$ cat src/rtl/bean_tracker.sv
// bean_tracker: live 40x30 bean bitmap with eat detection, score,
// remaining-bean count, level-clear flag and a registered per-pixel
// bean lookup for the display scan.
module bean_tracker #(
    parameter logic [1199:0] INIT_MAP = '0,
    parameter int            POINTS   = 10
) (
    input  logic          clk,
    input  logic          rst_n,
    input  logic          restart,
    input  logic          tick,
    input  logic [9:0]    px,
    input  logic [8:0]    py,
    input  logic [9:0]    qx,
    input  logic [8:0]    qy,
    output logic          isbean,
    output logic [1199:0] bmap,
    output logic [15:0]   score,
    output logic [10:0]   remaining,
    output logic          ready,
    output logic          eat_pulse,
    output logic          all_clear
);

    localparam int NUM_TILES = 1200;
    localparam int NUM_COLS  = 40;
    localparam int NUM_ROWS  = 30;
    localparam logic [10:0] LAST_IDX = 11'(NUM_TILES - 1);

    typedef enum logic [1:0] {
        COUNT = 2'd0,
        PLAY  = 2'd1,
        DONE  = 2'd2
    } state_t;

    state_t          state_reg;
    logic [1199:0]   bmap_reg;
    logic [15:0]     score_reg;
    logic [10:0]     remaining_reg;
    logic [10:0]     scan_idx_reg;
    logic            ready_reg;
    logic            eat_pulse_reg;
    logic            all_clear_reg;
    logic            isbean_reg;

    // Pac-Man tile decode (16x16 pixel tiles)
    logic [5:0]  p_col;
    logic [4:0]  p_row;
    logic        p_in_range;
    logic [10:0] p_idx;
    logic        p_hit;

    // Display query tile decode
    logic [5:0]  q_col;
    logic [4:0]  q_row;
    logic        q_in_range;
    logic [10:0] q_idx;

    // Counting and scoring arithmetic
    logic [10:0] count_sum;
    logic [16:0] score_sum;
    logic [15:0] score_next;

    assign p_col      = px[9:4];
    assign p_row      = py[8:4];
    assign p_in_range = (p_col < 6'(NUM_COLS)) && (p_row < 5'(NUM_ROWS));
    assign p_idx      = 11'(p_row) * 11'(NUM_COLS) + 11'(p_col);
    // Range check gates the lookup so an off-map column never aliases
    // onto a tile of the next row.
    assign p_hit      = p_in_range && bmap_reg[p_idx];

    assign q_col      = qx[9:4];
    assign q_row      = qy[8:4];
    assign q_in_range = (q_col < 6'(NUM_COLS)) && (q_row < 5'(NUM_ROWS));
    assign q_idx      = 11'(q_row) * 11'(NUM_COLS) + 11'(q_col);

    assign count_sum  = remaining_reg + {10'd0, bmap_reg[scan_idx_reg]};
    assign score_sum  = {1'b0, score_reg} + 17'(POINTS);
    assign score_next = score_sum[16] ? 16'hFFFF : score_sum[15:0];

    // Main controller: bitmap recount, eating, scoring and level state
    always_ff @(posedge clk or negedge rst_n) begin
        if (!rst_n) begin
            state_reg     <= COUNT;
            bmap_reg      <= INIT_MAP;
            score_reg     <= 16'd0;
            remaining_reg <= 11'd0;
            scan_idx_reg  <= 11'd0;
            ready_reg     <= 1'b0;
            eat_pulse_reg <= 1'b0;
            all_clear_reg <= 1'b0;
        end else begin
            eat_pulse_reg <= 1'b0;
            if (restart) begin
                // Reload the level; score carries over and a coincident
                // tick is dropped.
                state_reg     <= COUNT;
                bmap_reg      <= INIT_MAP;
                remaining_reg <= 11'd0;
                scan_idx_reg  <= 11'd0;
                ready_reg     <= 1'b0;
                all_clear_reg <= 1'b0;
            end else begin
                case (state_reg)
                    COUNT: begin
                        remaining_reg <= count_sum;
                        if (scan_idx_reg == LAST_IDX) begin
                            scan_idx_reg <= 11'd0;
                            if (count_sum != 11'd0) begin
                                state_reg <= PLAY;
                                ready_reg <= 1'b1;
                            end else begin
                                state_reg     <= DONE;
                                all_clear_reg <= 1'b1;
                            end
                        end else begin
                            scan_idx_reg <= scan_idx_reg + 11'd1;
                        end
                    end
                    PLAY: begin
                        if (tick && p_hit) begin
                            bmap_reg[p_idx] <= 1'b0;
                            score_reg       <= score_next;
                            remaining_reg   <= remaining_reg - 11'd1;
                            eat_pulse_reg   <= 1'b1;
                            if (remaining_reg == 11'd1) begin
                                state_reg     <= DONE;
                                ready_reg     <= 1'b0;
                                all_clear_reg <= 1'b1;
                            end
                        end
                    end
                    DONE: begin
                        // Parked until restart or reset
                        state_reg <= DONE;
                    end
                    default: begin
                        state_reg <= COUNT;
                    end
                endcase
            end
        end
    end

    // Registered bean lookup for the display scan position
    always_ff @(posedge clk or negedge rst_n) begin
        if (!rst_n) begin
            isbean_reg <= 1'b0;
        end else begin
            isbean_reg <= q_in_range && bmap_reg[q_idx];
        end
    end

    assign isbean    = isbean_reg;
    assign bmap      = bmap_reg;
    assign score     = score_reg;
    assign remaining = remaining_reg;
    assign ready     = ready_reg;
    assign eat_pulse = eat_pulse_reg;
    assign all_clear = all_clear_reg;

endmodule

$ cat config.mk
export PLATFORM = sky130hd
export DESIGN_NAME = bean_tracker
export DESIGN_NICKNAME = d
export VERILOG_FILES = /design/src/rtl/bean_tracker.sv
export SDC_FILE = /design/constraint.sdc
export NUM_CORES = 2
export LEC_CHECK = 0
export CAP_MARGIN = 20
export CORE_AREA = 10 10 565 567
export CTS_BUF_LIST = sky130_fd_sc_hd__clkbuf_8 sky130_fd_sc_hd__clkbuf_16
export DETAILED_ROUTE_END_ITERATION = 8
export DIE_AREA = 0 0 575 577
export MAX_ROUTING_LAYER = met4
export PLACE_DENSITY_LB_ADDON = 0.08
export SLEW_MARGIN = 40
export SYNTH_ARGS = -nofsm -noshare
export SYNTH_HDL_FRONTEND = slang
export SYNTH_SLANG_ARGS = --single-unit
$ cat constraint.sdc
create_clock -name clk -period 13.14 [get_ports clk]
set_clock_uncertainty 0.05 [all_clocks]
set_input_delay 1.314 -clock clk [delete_from_list [all_inputs] [get_ports clk]]
set_output_delay 1.314 -clock clk [all_outputs]
set_load 0.01 [all_outputs]
Yosys cells after proc, flatten, opt, wreduce, memory -nomap -nowiden
Cells that the tools add are included.
{ "word_totals": {"regBits": 1244, "in_bits": 42, "output_inout_bits": 1231, "wordCells": 94} }
{ "op_classes": {"n_addsub": 6, "mul": 2, "n_lt_le_gt_ge": 8, "n_eq_ne": 9, "muxes": 39, "bitwise_logic": 3, "n_reduce_logical": 18} }
{ "ops": {"columns": ["cell", "count"], "rows": [
  ["1200-bit 2-to-1 mux", 3],
  ["1200-bit bitwise AND", 1],
  ["1200-bit inverter", 1],
  ["11-bit 2-to-1 mux", 5],
  ["11-bit by 12-bit < comparator with 1-bit output (second input constant)", 3],
  ["1-bit binary-select mux with 11-bit select", 3],
  ["11-bit by 6-bit adder with 11-bit output", 2],
  ["11-bit case mux with 2 select lines", 1],
  ["16-bit by 4-bit adder with 17-bit output (second input constant)", 1],
  ["1-bit 2-to-1 mux", 17],
  ["5-bit by 3-bit multiplier with 8-bit output (second input constant)", 2],
  ["16-bit 2-to-1 mux", 1],
  ["3-bit != test (second input constant)", 5],
  ["6-bit < comparator (second input constant)", 2],
  ["11-bit by 1-bit adder with 11-bit output", 1],
  ["11-bit by 1-bit adder with 11-bit output (second input constant)", 1],
  ["1-bit demux with 11-bit select", 1],
  ["11-bit by 1-bit == test with 1-bit output (second input constant)", 1],
  ["11-bit == test (second input constant)", 1],
  ["11-bit by 1-bit >= comparator with 1-bit output (second input constant)", 1],
  ["11-bit nonzero test", 1],
  ["11-bit by 1-bit subtractor with 11-bit output (second input constant)", 1],
  ["5-bit < comparator (second input constant)", 2],
  ["2-bit 2-to-1 mux", 5],
  ["12 further kinds", 23]
]} }

Logic depth before layout (Yosys ltp)
{ "depth": {"depth_word": 11, "depth_mapped": 25} }

Worst setup path after synthesis
No wires, ideal clock.
{ "synth_path": {"kind": "flip-flop to flip-flop", "startpoint": "register scan_idx_reg[1]", "endpoint": "register ready_reg (netlist: ready)", "arrival_time_ps": 4980, "required_time_ps": 12961, "path_slack_ps": 7980, "stages_incl_launch_ff": 25, "path_buffers": 5, "period_less_slack_ps": 5160, "cell_sequence": "dfrtp_1 > clkbuf_1 > clkbuf_1 > clkbuf_1 > clkbuf_1 > clkbuf_1 > mux4_2 > mux4_2 > a22oi_1 > nand3_1 > a21boi_0 > o21ai_0 > nand4b_1 > o21ai_0 > ha_1 > ha_1 > nand2_1 > nor2_1 > nor4_1 > a31oi_1 > nor4_1 > inv_1 > a31oi_1 > a2bb2oi_1 > o2bb2ai_1"} }
{ "synth_between": {"elab_chain_cells": 6, "word_cells_on_any_way": 8, "classes_between": "add/sub: 1; eq/ne: 3; mux: 2; reduce/logical: 2"} }
{ "synth_lines": {"columns": ["element", "line", "source"], "rows": [
  ["from (decl)", "40", "logic [10:0] scan_idx_reg;"],
  ["from (signal assigned)", "117", "scan_idx_reg <= scan_idx_reg + 11'd1;"],
  ["1-bit binary-select mux with 11-bit select", "77", "assign count_sum = remaining_reg + {10'd0, bmap_reg[scan_idx_reg]};"],
  ["1-bit 2-to-1 mux (implied by the code)", "77", null],
  ["11-bit by 1-bit adder with 11-bit output", "77", null],
  ["11-bit nonzero test", "109", "if (count_sum != 11'd0) begin"],
  ["3-bit != test (no source line)", null, null],
  ["5-bit AND reduction (no source line) (*)", null, null],
  ["to (signal assigned)", "89", "ready_reg <= 1'b0;"],
  ["to (signal assigned)", "111", "ready_reg <= 1'b1;"],
  ["to (signal assigned)", "128", "ready_reg <= 1'b0;"],
  ["to (decl)", "41", "logic ready_reg;"]
]} }
Every way passes the cells marked *; elsewhere a longest branch is shown, timed or not. The select of a mux whose other input is x is not followed.
A chain may end at the register's enable or synchronous reset.

Worst setup path in the final report
{ "layout_path": {"startpoint": "input port px[7]", "endpoint": "register bmap_reg[1127] (netlist: bmap[1127])"} }
{ "layout_between": {"elab_chain_cells": 10, "word_cells_on_any_way": 19, "classes_between": "add/sub: 1; order compare: 3; mux: 7; bitwise: 2; reduce/logical: 6"} }
{ "layout_lines": {"columns": ["element", "line", "source"], "rows": [
  ["from (decl)", "12", "input logic [9:0] px,"],
  ["11-bit by 6-bit adder with 11-bit output", "67", "assign p_idx = 11'(p_row) * 11'(NUM_COLS) + 11'(p_col);"],
  ["11-bit by 12-bit < comparator with 1-bit output (implied by the code) or 11-bit by 1-bit >= comparator with 1-bit output (tied branches)", "122", "bmap_reg[p_idx] <= 1'b0;"],
  ["1-bit logical AND (implied by the code)", "122", null],
  ["1-bit 2-to-1 mux (implied by the code)", "122", null],
  ["1-bit demux with 11-bit select", "122", null],
  ["1200-bit inverter (no source line)", null, null],
  ["1200-bit bitwise AND (no source line)", null, null],
  ["1200-bit 2-to-1 mux", "121", "if (tick && p_hit) begin"],
  ["1200-bit 2-to-1 mux", "104", "case (state_reg)"],
  ["1200-bit 2-to-1 mux", "94", "if (restart) begin"],
  ["to (signal assigned)", "85", "bmap_reg <= INIT_MAP;"],
  ["to (signal assigned)", "98", "bmap_reg <= INIT_MAP;"],
  ["to (signal, indexed assignment)", "122", null],
  ["to (decl)", "37", "logic [1199:0] bmap_reg;"]
]} }
Parallel ways exist; a longest one is shown, timed or not. The select of a mux whose other input is x is not followed.

==> results.md <==
- Setup violations, final: 0
- CTS max path bufs: 4
- Die boundary width: 575 um
- Number of top-level design ports: 1273
- Starting utilization of the core area: 24.9%
- Setup total negative slack: 0 ps
- Max-slew violation count: 0
- Required time of the worst setup path: 13810 ps
- Transition time at the pin with the least slew margin: 1090 ps
- Seq/Total Area, Yosys: 40.7%
- Most used flip-flop cell after synthesis: sky130_fd_sc_hd__dfrtp_1
- Leading cell types in the layout, fill and taps excluded: sky130_fd_sc_hd__nand2_1 (1338), sky130_fd_sc_hd__a21oi_1 (1255), sky130_fd_sc_hd__clkdlybuf4s50_1 (1249), sky130_fd_sc_hd__dfrtp_1 (1237), sky130_fd_sc_hd__mux4_2 (728)
- Post-CTS clock slew at the launch and capture registers of the worst setup and hold paths: 60 ps
- Core Footprint: 0.308 sq mm
- Critical path buffers and inverters: 6
- Yosys reg bits: 1244
- Vias post-DR: 71592
- CTS sink cnt: 1244
- Slew margin rel.: 27.4%
- Residual antenna-violating net count after detailed routing: 0
- Combined area of the multi-input logic cells: 0.0424 sq mm
- Number of buffers added by the clock tree synthesis step: 172
- Largest stage delay on the critical path: 1040 ps
- Hold violation count in the final report: 0
- Outcome: finished, violations left
- Overall Global Routing Usage: 30.2%
- Number of global-route vias before repair: 70695
- Vias/cell: 5.77
- Start of the worst register-to-register path: scan_idx_reg[0]
- Final RePlAce weighted congestion: 0.866
- Final worst setup slack: 4470 ps
- Number of distinct library cells after synthesis: 81
- Power per Cell Area: 115 mW/mm^2
- Min Tclk post-route: 8670 ps
- Ys Warns: 0
- Die Footprint: 0.332 sq mm
- Syn-to-layout area delta: 30.0%
- Number of flops mapped to enable cells by yosys: 0
- Design Power: 11.5 mW
- Number of cells produced by synthesis: 7169
- Peak clock frequency supported by timing: 0.115 GHz
- WP data arrival: 9340 ps
- CP Max Fanout: 58
- CP startpoint: px[7]
- Violated checks: DRC
- Mapped cell area: 0.0765 sq mm
- Overall overflow remaining after global route: 0
- Max FFs per register: 1200
- First-pass DRT Iterations: 9
- Number of setup buffers added after CTS: 0
- Storage cell area: 0.0311 sq mm
- Most common library cell in the layout ignoring fill and taps: sky130_fd_sc_hd__nand2_1
- Maximum vdd drop: 0.000115 V
- Category of cells accounting for the largest share of critical-path delay: buffers and inverters
- CTS tree: built
- Layout Utilization: 32.3%
- Net count after synthesis: 7242
- Final nets: 8228
- Starting DRT DRC Count: 8084
- Slowest cell on the critical path: sky130_fd_sc_hd__fa_4
- Number of buffers inserted by hold repair at cts: 0
- Min-delay worst type: input pin to asynchronous set/reset pin
- Worst-Skew Late Latency: 890 ps
- Vertical extent of the die: 577 um
- Period Utilization, post-route: 66.0%
- Final WL: 509 mm
- Syn Area/Cell: 10.7 sq um
- Crit-path cells: clkdlybuf4s50_1 > ha_4 > fa_4 > buf_4 > or3b_4 > buf_4 > o22ai_1 > nor4_1 > a311oi_1 > a221oi_1 > a21oi_1 > nor4_4 > buf_4 > and4_4 > buf_12 > buf_16 > a21oi_1
- Clk Tree Root Cell: sky130_fd_sc_hd__clkbuf_16
- Site Rows: 204
- Leakage power total: 39.6 nW
- Setup repair after global routing missed its margin: no
- Most numerous cell on the critical path: sky130_fd_sc_hd__buf_4
- Worst-case setup slack after placement: 3540 ps
- Max-Cap Viols: 0
- Remaining routing DRC violations: 6
- Async SR Flop Fraction: 100%
- Port Buffer Count: 1256
- Post-CTS sizing: 0
- H-tree depth reported by CTS: 4
- Worst setup path category: input pin to flip-flop
- Estimated wirelength of the detail-placed design: 356 mm
- Maximum number of pins on one net before global-route repair: 199
- # fillers: 31354
- Proportion of layout cells with a drive suffix above 1: 16.2%
- Kind of start point of the critical path: input pin
- Global-route wire length before repair: 679 mm
- Per-cell routed wire length: 41.0 um
- CP endpoint kind: flip-flop
- Antenna violations before repair: 42
==> logic make-up after synthesis <==
family | share of synthesized area (%)
fa+ha+maj | 0.546
mux | 29.0
flops | 40.7
xor+xnor | 0.286
buf+inv | 4.61
compound gates | 13.7
simple gates | 11.2
==> worst reg2reg max path, stage by stage, from the launching register on <==
cell	delay [ps]
sky130_fd_sc_hd__dfrtp_4	760
sky130_fd_sc_hd__buf_4	730
sky130_fd_sc_hd__buf_4	710
sky130_fd_sc_hd__mux4_2	640
sky130_fd_sc_hd__mux4_2	530
sky130_fd_sc_hd__mux4_2	570
sky130_fd_sc_hd__nand3b_1	120
sky130_fd_sc_hd__nand3_1	480
sky130_fd_sc_hd__mux2i_1	350
sky130_fd_sc_hd__o21a_1	140
sky130_fd_sc_hd__o21ai_0	200
sky130_fd_sc_hd__ha_1	290
sky130_fd_sc_hd__ha_1	230
sky130_fd_sc_hd__nand2_1	100
sky130_fd_sc_hd__nor2_1	110
sky130_fd_sc_hd__nor4_1	170
sky130_fd_sc_hd__a31oi_1	70
sky130_fd_sc_hd__nor4_1	620
sky130_fd_sc_hd__inv_1	130
sky130_fd_sc_hd__a31oi_1	220
sky130_fd_sc_hd__a2bb2oi_1	190
sky130_fd_sc_hd__o2bb2ai_1	90
==> synth_stat cells, drive strengths merged (9+ instances only) <==
master / instances / area share (%)
inv: 23 / 0.11
dfrtp: 1244 / 41
nand2: 1338 / 6.6
a22oi: 285 / 2.8
nand2b: 11 / 0.090
o211ai: 12 / 0.12
ha: 27 / 0.44
o22ai: 70 / 0.57
nor2b: 33 / 0.27
a21oi: 1255 / 8.2
buf: 326 / 2.8
xor2: 12 / 0.14
nand4: 58 / 0.47
a22o: 14 / 0.16
nor2: 386 / 1.9
a31oi: 24 / 0.20
nor4: 29 / 0.26
a221oi: 26 / 0.30
xnor2: 13 / 0.15
mux2i: 562 / 7.4
mux4: 728 / 21
mux2: 13 / 0.19
or3: 9 / 0.074
and2: 11 / 0.090
a211oi: 18 / 0.18
o21ai: 44 / 0.29
nor3: 42 / 0.27
nand3: 58 / 0.38
and3: 18 / 0.15
clkbuf: 341 / 1.7
==> layer usage <==
metal	wire, um	share of wire [%]	vias to the layer above	GRT usage, %
met1	205000	40	38246	37.6
met5	0	0	-	-
met4	23300	4.6	0	11.3
li1	-	-	28926	-
met3	47500	9.3	700	8.76
met2	233000	46	3720	46.4
==> worst paths after layout <==
| path | endpoint | slack, ps | cells past startpoint |
|---|---|---|---|
| worst max-delay path | bmap[1127] | 4470 | 17 |
| worst min-delay path | bmap[204] | 230 | 1 |
| worst max register to register | ready | 5520 | 21 |
| worst min register to register | score[0] | 420 | 1 |
| max in group asynchronous | bmap[594] | 10300 | 6 |
| min in group clk | score[0] | 420 | 1 |
==> per-stage QoR <==
step                hold WS, ps  instance area [sq um]  std cells
floorplan                   436                  76500       7169
global placement            402                  93100      12076
detailed placement          404                  93400      12087
CTS                         398                  99100      12385
global route                217                  99500      12411
finish                      226                  99500      12417
==> area by class of cell <==
cell class	instances	share of cell area (%)
Antenna cell	18	0.0453
Clock inverter	83	0.748
Inverter	25	0.107
Tap cell	4120	5.18
Sequential cell	1244	31.3
Multi-Input combinational cell	5233	42.6
Clock buffer	215	4.94
Timing Repair Buffer	1479	15.0
==> report_power, final <==
group	total [mW]	switching, mW	internal, mW	leakage, nW
clock	4.84	2.01	2.83	2.91
sequential	3.94	0.0848	3.86	17.3
combinational	2.70	1.89	0.816	19.3
Power figures use the tool's default switching activity.
